`src/rtl/beta_trap_ctrl.sv`:
```
// Trap control unit: prioritises exceptions and machine interrupts, owns the trap CSRs,
// and redirects fetch to the trap vector on entry and to mepc on mret.
module beta_trap_ctrl #(
  parameter int   XLEN    = 32,
  parameter logic MIE_RST = 1'b0
) (
  input  logic            clk_i,
  input  logic            rst_i,
  input  logic [1:0]      instr_trap_i,
  input  logic [XLEN-1:0] instr_pc_i,
  input  logic [31:0]     instr_word_i,
  input  logic [XLEN-1:0] fetch_addr_i,
  input  logic [1:0]      lsu_trap_i,
  input  logic [XLEN-1:0] lsu_pc_i,
  input  logic [XLEN-1:0] lsu_addr_i,
  input  logic [XLEN-1:0] next_pc_i,
  input  logic            irq_boundary_i,
  input  logic            msip_i,
  input  logic            mtip_i,
  input  logic            meip_i,
  input  logic [XLEN-1:0] mie_i,
  input  logic [XLEN-1:0] mtvec_i,
  input  logic            mret_i,
  input  logic            csr_we_i,
  input  logic [11:0]     csr_addr_i,
  input  logic [XLEN-1:0] csr_wdata_i,
  output logic [1:0]      trap_type_o,
  output logic            flush_o,
  output logic            redirect_valid_o,
  output logic [XLEN-1:0] redirect_pc_o,
  input  logic            redirect_ready_i,
  output logic [XLEN-1:0] mstatus_o,
  output logic [XLEN-1:0] mepc_o,
  output logic [XLEN-1:0] mcause_o,
  output logic [XLEN-1:0] mtval_o
);

  localparam logic [1:0] INSTR_MISALIG_FETCH = 2'd1;
  localparam logic [1:0] INSTR_ILLEGAL_FETCH = 2'd2;
  localparam logic [1:0] LSU_MISALIG_LOAD    = 2'd1;
  localparam logic [1:0] LSU_MISALIG_STORE   = 2'd2;
  localparam logic [1:0] TCU_NOTRAP          = 2'd0;
  localparam logic [1:0] TCU_INTERRUPT       = 2'd1;
  localparam logic [1:0] TCU_EXCEPTION       = 2'd2;

  localparam logic [4:0] INSTR_ADDR_MISALIGNED = 5'h00;
  localparam logic [4:0] INSTR_ILLEGAL         = 5'h02;
  localparam logic [4:0] LOAD_ADDR_MISALIGNED  = 5'h04;
  localparam logic [4:0] STORE_ADDR_MISALIGNED = 5'h06;
  localparam logic [4:0] MSW_INT               = 5'h13;
  localparam logic [4:0] MTIM_INT              = 5'h17;
  localparam logic [4:0] MEXT_INT              = 5'h1B;

  typedef enum logic [1:0] {RUN, ENTER, RETURN, REDIRECT} state_e;

  state_e          state;
  logic            mie_q, mpie_q;
  logic [XLEN-1:0] mepc_q, mcause_q, mtval_q;
  logic [1:0]      trap_type_q;
  logic            flush_q, redirect_valid_q;
  logic [XLEN-1:0] redirect_pc_q;

  logic            take;
  logic            is_int;
  logic [4:0]      cause;
  logic [XLEN-1:0] trap_epc, trap_tval, trap_mcause;
  logic [XLEN-1:0] vec_base, vec_target;
  logic            unused_mie;

  assign unused_mie = ^{mie_i[XLEN-1:12], mie_i[10:8], mie_i[6:4], mie_i[2:0]};

  // Trap arbitration; reserved code 2'b11 on either source falls through as no trap.
  always_comb begin
    take      = 1'b0;
    is_int    = 1'b0;
    cause     = 5'h00;
    trap_epc  = '0;
    trap_tval = '0;
    if (lsu_trap_i == LSU_MISALIG_LOAD || lsu_trap_i == LSU_MISALIG_STORE) begin
      take      = 1'b1;
      cause     = (lsu_trap_i == LSU_MISALIG_LOAD) ? LOAD_ADDR_MISALIGNED : STORE_ADDR_MISALIGNED;
      trap_epc  = lsu_pc_i;
      trap_tval = lsu_addr_i;
    end else if (instr_trap_i == INSTR_MISALIG_FETCH) begin
      take      = 1'b1;
      cause     = INSTR_ADDR_MISALIGNED;
      trap_epc  = instr_pc_i;
      trap_tval = fetch_addr_i;
    end else if (instr_trap_i == INSTR_ILLEGAL_FETCH) begin
      take      = 1'b1;
      cause     = INSTR_ILLEGAL;
      trap_epc  = instr_pc_i;
      trap_tval = XLEN'(instr_word_i);
    end else if (mie_q && irq_boundary_i) begin
      trap_epc = next_pc_i;
      if (meip_i && mie_i[11]) begin
        take = 1'b1; is_int = 1'b1; cause = MEXT_INT;
      end else if (msip_i && mie_i[3]) begin
        take = 1'b1; is_int = 1'b1; cause = MSW_INT;
      end else if (mtip_i && mie_i[7]) begin
        take = 1'b1; is_int = 1'b1; cause = MTIM_INT;
      end
    end
  end

  assign trap_mcause = {cause[4], {(XLEN-5){1'b0}}, cause[3:0]};

  // Vectored mode only applies to interrupts; mode 1x falls back to direct.
  assign vec_base   = {mtvec_i[XLEN-1:2], 2'b00};
  assign vec_target = (trap_type_q == TCU_INTERRUPT && mtvec_i[1:0] == 2'b01)
                    ? vec_base + {{(XLEN-6){1'b0}}, mcause_q[3:0], 2'b00}
                    : vec_base;

  always_ff @(posedge clk_i or posedge rst_i) begin
    if (rst_i) begin
      state            <= RUN;
      mie_q            <= MIE_RST;
      mpie_q           <= 1'b0;
      mepc_q           <= '0;
      mcause_q         <= '0;
      mtval_q          <= '0;
      trap_type_q      <= TCU_NOTRAP;
      flush_q          <= 1'b0;
      redirect_valid_q <= 1'b0;
      redirect_pc_q    <= '0;
    end else begin
      case (state)
        RUN: begin
          if (take) begin
            mepc_q      <= {trap_epc[XLEN-1:2], 2'b00};
            mcause_q    <= trap_mcause;
            mtval_q     <= trap_tval;
            mpie_q      <= mie_q;
            mie_q       <= 1'b0;
            trap_type_q <= is_int ? TCU_INTERRUPT : TCU_EXCEPTION;
            flush_q     <= 1'b1;
            state       <= ENTER;
          end else begin
            if (csr_we_i) begin
              case (csr_addr_i)
                12'h300: begin
                  mie_q  <= csr_wdata_i[3];
                  mpie_q <= csr_wdata_i[7];
                end
                12'h341: mepc_q   <= {csr_wdata_i[XLEN-1:2], 2'b00};
                12'h342: mcause_q <= csr_wdata_i;
                12'h343: mtval_q  <= csr_wdata_i;
                default: ;
              endcase
            end
            // mret takes precedence over a simultaneous mstatus write.
            if (mret_i) begin
              mie_q   <= mpie_q;
              mpie_q  <= 1'b1;
              flush_q <= 1'b1;
              state   <= RETURN;
            end
          end
        end
        ENTER: begin
          trap_type_q      <= TCU_NOTRAP;
          flush_q          <= 1'b0;
          redirect_valid_q <= 1'b1;
          redirect_pc_q    <= vec_target;
          state            <= REDIRECT;
        end
        RETURN: begin
          flush_q          <= 1'b0;
          redirect_valid_q <= 1'b1;
          redirect_pc_q    <= mepc_q;
          state            <= REDIRECT;
        end
        REDIRECT: begin
          if (redirect_ready_i) begin
            redirect_valid_q <= 1'b0;
            state            <= RUN;
          end
        end
        default: state <= RUN;
      endcase
    end
  end

  always_comb begin
    mstatus_o      = '0;
    mstatus_o[3]   = mie_q;
    mstatus_o[7]   = mpie_q;
    mstatus_o[12:11] = 2'b11;
  end

  assign trap_type_o      = trap_type_q;
  assign flush_o          = flush_q;
  assign redirect_valid_o = redirect_valid_q;
  assign redirect_pc_o    = redirect_pc_q;
  assign mepc_o           = mepc_q;
  assign mcause_o         = mcause_q;
  assign mtval_o          = mtval_q;

endmodule
```
`config.mk`:
```
export PLATFORM = sky130hd
export DESIGN_NAME = beta_trap_ctrl
export DESIGN_NICKNAME = d
export VERILOG_FILES = /design/src/rtl/beta_trap_ctrl.sv
export SDC_FILE = /design/constraint.sdc
export NUM_CORES = 1
export LEC_CHECK = 0
export CORE_AREA = 2 2 186 188
export DETAILED_ROUTE_END_ITERATION = 8
export DIE_AREA = 0 0 188 190
export PLACE_DENSITY_LB_ADDON = 0.08
export SETUP_SLACK_MARGIN = 0.1
export SLEW_MARGIN = 20
export SYNTH_ARGS = -nofsm -noshare
export SYNTH_HDL_FRONTEND = slang
export SYNTH_SLANG_ARGS = --single-unit
```
`constraint.sdc`:
```
create_clock -name clk_i -period 5.15 [get_ports clk_i]
set_input_delay 0.515 -clock clk_i [delete_from_list [all_inputs] [get_ports clk_i]]
set_output_delay 0.515 -clock clk_i [all_outputs]
set_load 0.1 [all_outputs]
```
==> out/qor.txt, run 1 <==
IO Count - 477
Die Ht - 190 um
Via/cell ratio - 4.75
Net switching share of the total power - 58.0%
Nets - 1,632
Relative max-transition margin - 28.2%
Starting Density - 23.8%
Total number of vias - 8,442
Clk pwr share - 15.4%
Site Rows - 68
Status - complete, no violations
Largest net degree at the start of global routing - 101
Post-synthesis sequential area ratio - 40.8%
Die Width - 188 um
Most frequent cell after synthesis - o21ai_0
Number of remaining DRC errors - 0
Final-report hold violation count - 0
Avg Inst Size Synth - 8.51 sq um
Share of cells above drive strength 1 - 5.22%
Largest fanout on the critical path - 33
Netlist cell types - 57
YS warnings - 0
Layout filler cell count - 3,457
Area delta synth->final - 61.1%
Int Power - 3.69 mW
Max-cap violations - 0
Initial antenna violation count - 0
Number of global-route vias before repair - 8,318
Post-Syn Area - 8090 sq um
Core outline area - 33,900 sq um
Post-synthesis cell count - 951
Final setup viols - 0
Critical Path RT - 5.45 ns
Synthesized flop and latch total - 132
PortBufs - 407
Post-synth EDFFs - 0
Setup TNS - 0 ns
Final ANT Viol Nets - 0
Overall routing resource usage - 20.7%
Critical path arrival - 3.44 ns
CTS tree - built
First-pass GRT wire length - 55.4 mm
Net Sw Power - 5.10 mW
RSZ-0062 raised after global routing - false
Setup Fix Bufs, Post-CTS - 0
CTS Sinks - 132
Power Density - 674 nW/um^2
Slew @ Worst Pin - 1.07 ns
Combinational fraction of design power - 64.4%
Worst Hold Class - in -> async
Grt total ovfl - 0
DR iter-0 viols - 482
Top post-synthesis cells by area - dfrtp_1 41%, o21ai_0 9.2%, nand2_1 5.5%
First-pass iteration count of the detailed router - 4
GPL Wtd Cong - 0.827
Hold_ws - 0.502 ns
Synth top area share - 40.8%
# diodes - 0
Clk root buf - clkbuf_16
Die area - 35,700 sq um
Routed wire length - 37.3 mm
Peak VDD IR - 0.000406 V
Final Slew Violations - 0
Wire per inst - 21.0 um
Clk slew on worst S/H paths - 0.07 ns
Max Buffers Root-to-Sink - 2
# hold bufs at CTS - 0
Crit share post-route - 60.9%
Clock latency on the worst-skew pair - 0.43 ns
Main synth FF type - dfrtp_1
Post-detail-place hpwl - 28.4 mm
List of most frequent post-synthesis cells - 148 x o21ai_0, 132 x dfrtp_1, 118 x nand2_1
CTS buffer count - 17
Layout Skew - 0.0185 ns
Tmin final - 3.14 ns
PostCTS Resize Cnt - 0
CP Capture Type - flop
H-tree depth - 4
CP Class - in -> reg
Biggest area consumer among synthesized cells - dfrtp_1
Async SR Flop Fraction - 100%
Max Clock Freq - 319 MHz
CP startpoint kind - input pin
Leak - 4.98 nW
Sequential power share - 20.2%
-- placed cells by master (no fill, tap or decap), drive strengths merged, types with 15 or more instances in the layout --
master and count:
a31oi 37, a21oi 15, inv 25, buf 15
conb 34, o221a 30, o21ai 180, a22o 27
nand3 75, clkdlybuf4s50 407, nand2 119, a22oi 33
clkbuf 19, dfrtp 132, nor2 50
-- per-stage QoR --
stage          area, sq um  util, %  power (mW)  std cells  worst slack, ns
2_1_floorplan         8210        -        5.95        983             1.11
4_1_cts              13000     38.3        8.87       1775             2.00
3_3_place_gp         12400     36.5        7.47       1743             1.57
3_5_place_dp         12400     36.5        7.49       1743             1.55
6_report             13000     38.4        8.79       1776             2.01
5_1_grt              13000     38.4        9.24       1776             1.84
-- per-layer routing --
layer | share of wire, % | global-route usage [%]
met1 | 47 | 28.6
met2 | 47 | 33.5
met3 | 4.8 | 3.63
met4 | 1.7 | 5.21
met5 | 0 | 0
-- path summary, 6_finish.rpt --
check / startpoint / endpoint / slack [ns] / cells past startpoint
hold / removal: rst_i / redirect_pc_o[26]$_DFFE_PP0N_ / 0.50 / 2
hold reg to reg: mcause_o[25]$_DFFE_PP0P_ / mcause_o[25]$_DFFE_PP0P_ / 0.50 / 1
max in group asynchronous: rst_i / mcause_o[22]$_DFFE_PP0P_ / 3.44 / 4
setup / recovery: instr_trap_i[1] / mcause_o[1]$_DFFE_PP0P_ / 2.01 / 7
min in group clk_i: mcause_o[25]$_DFFE_PP0P_ / mcause_o[25]$_DFFE_PP0P_ / 0.50 / 1
setup reg to reg: state[0]$_DFFE_PP0P_ / mepc_o[30]$_DFFE_PP0P_ / 2.35 / 8
-- final cells by class --
type / instances / area, sq um / share of cell area (%)
Tap cell: 455 / 569 / 4.37
Timing Repair Buffer: 422 / 4210 / 32.3
Clock inverter: 13 / 195 / 1.50
Multi-Input combinational cell: 715 / 4250 / 32.6
Sequential cell: 132 / 3300 / 25.3
Inverter: 20 / 80.1 / 0.614
Clock buffer: 19 / 433 / 3.32
-- registers in the layout, indices dropped and copies added, names as in the netlist --
name / cells
flush_o: 1
mcause_o: 32
mepc_o: 30
mie_q: 1
mpie_q: 1
mtval_o: 32
redirect_pc_o: 30
redirect_valid_o: 1
state: 2
trap_type_o: 2
-- power groups by stage --
| stage | logic [mW] | clock network (mW) | registers (mW) |
|---|---|---|---|
| global placement | 5.68 | 0 | 1.79 |
| global route | 5.98 | 1.43 | 1.83 |
| floorplan | 1.51 | 0 | 4.43 |
| detailed placement | 5.70 | 0 | 1.79 |
| finish | 5.66 | 1.36 | 1.77 |
| CTS | 5.71 | 1.39 | 1.78 |
-- worst max-delay path, stage by stage --
cell and delay, ns:
clkdlybuf4s50_1 0.59, xnor2_2 0.14, buf_4 0.43, and2_1 0.28, o21ai_1 0.16, o21ai_4 0.87, mux2_2 0.42
-- kinds of logic after synthesis --
group / Yosys count / share of synthesized area [%]
compound gates: 343 / 27.4
xor+xnor: 28 / 3.03
fa+ha+maj: 11 / 1.79
buf+inv: 136 / 8.80
flops: 132 / 40.8
mux: 9 / 1.16
other cells: 2 / 0.0928
simple gates: 290 / 16.9
Power figures use the tool's default switching activity.
==> run 2: changes to the inputs <==
--- a/config.mk
+++ b/config.mk
@@ -5,9 +5,9 @@
 export SDC_FILE = /design/constraint.sdc
 export NUM_CORES = 1
 export LEC_CHECK = 0
-export CORE_AREA = 2 2 186 188
+export CORE_AREA = 2 2 185 187
 export DETAILED_ROUTE_END_ITERATION = 8
-export DIE_AREA = 0 0 188 190
+export DIE_AREA = 0 0 187 189
 export PLACE_DENSITY_LB_ADDON = 0.08
 export SETUP_SLACK_MARGIN = 0.1
 export SLEW_MARGIN = 20
==> constraint.sdc (replaced) <==
create_clock -name clk_i -period 2.5 [get_ports clk_i]
set_input_delay 0.25 -clock clk_i [delete_from_list [all_inputs] [get_ports clk_i]]
set_output_delay 0.25 -clock clk_i [all_outputs]
set_load 0.1 [all_outputs]
==> run 2 against run 1 <==
Compared with the run above: non-clock buffer count increased by 34; via count up 1.7%; register-to-register slack worse by 2.1 ns; sequential power rose by 110%; largest cell class unchanged.
==> out/qor.txt, run 2 (synthesis gave the netlist of run 1 again) <==
Max stage delay on crit path - 0.46 ns
Worst-path cell chain - ha_1 > fa_1 > a21o_1 > a21oi_1 > buf_4 > or4_1 > buf_4 > nor2_4 > xnor2_1 > o21ai_1
Setup Fix Bufs, Post-CTS - 0
# hold bufs at CTS - 0
Die area - 35,300 sq um
First-pass iteration count of the detailed router - 4
Die Ht - 189 um
Post-detail-place hpwl - 28.9 mm
Status - complete, no violations
Highest metal used - met5
Commonest non-fill, non-tap cell in the layout - clkdlybuf4s50_1
Slew @ Worst Pin - 0.661 ns
Crit-path most repeated cell - buf_4
Nets - 1,666
H-tree depth - 4
Site Rows - 67
Relative max-transition margin - 55.9%
Initial antenna violation count - 5
Worst Hold Class - in -> async
CP top delay family - adder cells
Number of remaining DRC errors - 0
Clk root buf - clkbuf_16
Layout Skew - 0.0125 ns
CP Capture Type - flop
Most frequent cells in the layout - 277 x clkdlybuf4s50_1, 169 x buf_4, 148 x o21ai_0
Tmin final - 2.27 ns
Final setup viols - 0
Critical Path Source - mcause_o[0]$_DFFE_PP0P_
Overall routing resource usage - 20.8%
GPL Wtd Cong - 0.831
Critical path arrival - 2.57 ns
IO Count - 477
Clock latency on the worst-skew pair - 0.43 ns
CP startpoint kind - flop
DR iter-0 viols - 423
RR Endpoint - redirect_pc_o[24]$_DFFE_PP0N_
Crit share post-route - 90.8%
Post-DP Area - 12,400 sq um
Hold_ws - 0.285 ns
RSZ-0062 raised after global routing - false
PostCTS Resize Cnt - 0
Grt total ovfl - 0
Share of cells above drive strength 1 - 17.6%
Final Slew Violations - 0
Clk slew on worst S/H paths - 0.07 ns
Reg2Reg Depth - 10
First-pass GRT wire length - 55.7 mm
Critical Path RT - 2.80 ns
Final instance area - 13,000 sq um
CTS Sinks - 132
FF-to-FF Start - mcause_o[0]$_DFFE_PP0P_
DR WL met2 - 17.5 mm
Die Width - 187 um
Via/cell ratio - 4.76
PortBufs - 407
Final ANT Viol Nets - 0
CP Buf/Inv Count - 2
Slowest CP cell - dfrtp_2
Final-report hold violation count - 0
Core outline area - 33,300 sq um
CTS tree - built
Peak VDD IR - 0.000951 V
Power Density - 1370 nW/um^2
Max Buffers Root-to-Sink - 2
WL met3 - 1.72 mm
Max Clock Freq - 441 MHz
Number of global-route vias before repair - 8,669
Total number of vias - 8,589
Largest net degree at the start of global routing - 110
DRT met1 WL - 17.4 mm
Max-cap violations - 0
Leak - 5.27 nW
CTS buffer count - 17
Starting Density - 24.3%
Area delta synth->final - 60.8%
Worst R2R Setup Slack - 0.23 ns
Largest fanout on the critical path - 5
CP Class - reg -> reg
Routed wire length - 37.5 mm
Wire per inst - 20.8 um
-- run 2: cell types whose count changed in the layout (fill, tap and decap cells not counted), moves of 4 or more --
| cell | before | now |
|---|---|---|
| clkdlybuf4s50_1 | 407 | 277 |
| dfrtp_2 | 0 | 4 |
| clkinvlp_4 | 2 | 6 |
| buf_12 | 0 | 10 |
| buf_4 | 14 | 169 |
| dfrtp_1 | 132 | 128 |
-- run 2: layout make-up --
class / instances / area (sq um)
clock inverters: 13 / 128
diodes: 2 / 5.00
inverters: 20 / 78.8
clock buffers: 19 / 443
repair buffers: 456 / 4240
multi-input cells: 715 / 4250
flip-flops and latches: 132 / 3310
fillers: 3467 / 20300
well taps: 448 / 561
-- run 2: through the flow --
step	utilization (%)	worst slack [ns]	power, mW	cells	TNS [ns]
floorplan	-	0.101	12.3	983	0
global placement	37.4	-0.0841	15.3	1771	-0.307
detailed placement	37.4	-0.0719	15.4	1771	-0.307
CTS	39.1	0.197	18.0	1803	0
global route	39.1	0.105	18.7	1805	0
finish	39.1	0.230	17.8	1805	0
-- run 2: worst register-to-register path, stage by stage, from the launching register on --
cell and delay [ns]:
dfrtp_2 0.46, ha_1 0.23, fa_1 0.41, a21o_1 0.19
a21oi_1 0.15, buf_4 0.16, or4_1 0.14, buf_4 0.18
nor2_4 0.04, xnor2_1 0.14, o21ai_1 0.07
-- run 2: worst max path at each step --
stage                               endpoint  cells after the start
6_report       redirect_pc_o[24]$_DFFE_PP0N_                     10
5_1_grt        redirect_pc_o[26]$_DFFE_PP0N_                     10
4_1_cts        redirect_pc_o[24]$_DFFE_PP0N_                     10
3_5_place_dp   redirect_pc_o[28]$_DFFE_PP0N_                     11
3_3_place_gp   redirect_pc_o[28]$_DFFE_PP0N_                     11
2_1_floorplan  redirect_pc_o[12]$_DFFE_PP0N_                      8
-- run 2: where the power goes --
part	switching [mW]	internal, mW
clock network	1.10	1.41
logic	8.78	2.83
registers	0.680	3.00
total	10.6	7.24
-- run 2: metal layers --
layer  up-vias  track usage [%]
met1      4067             28.1
met2       298             33.9
li1       4179                -
met3        41             3.69
met5         -                0
met4         4             6.29
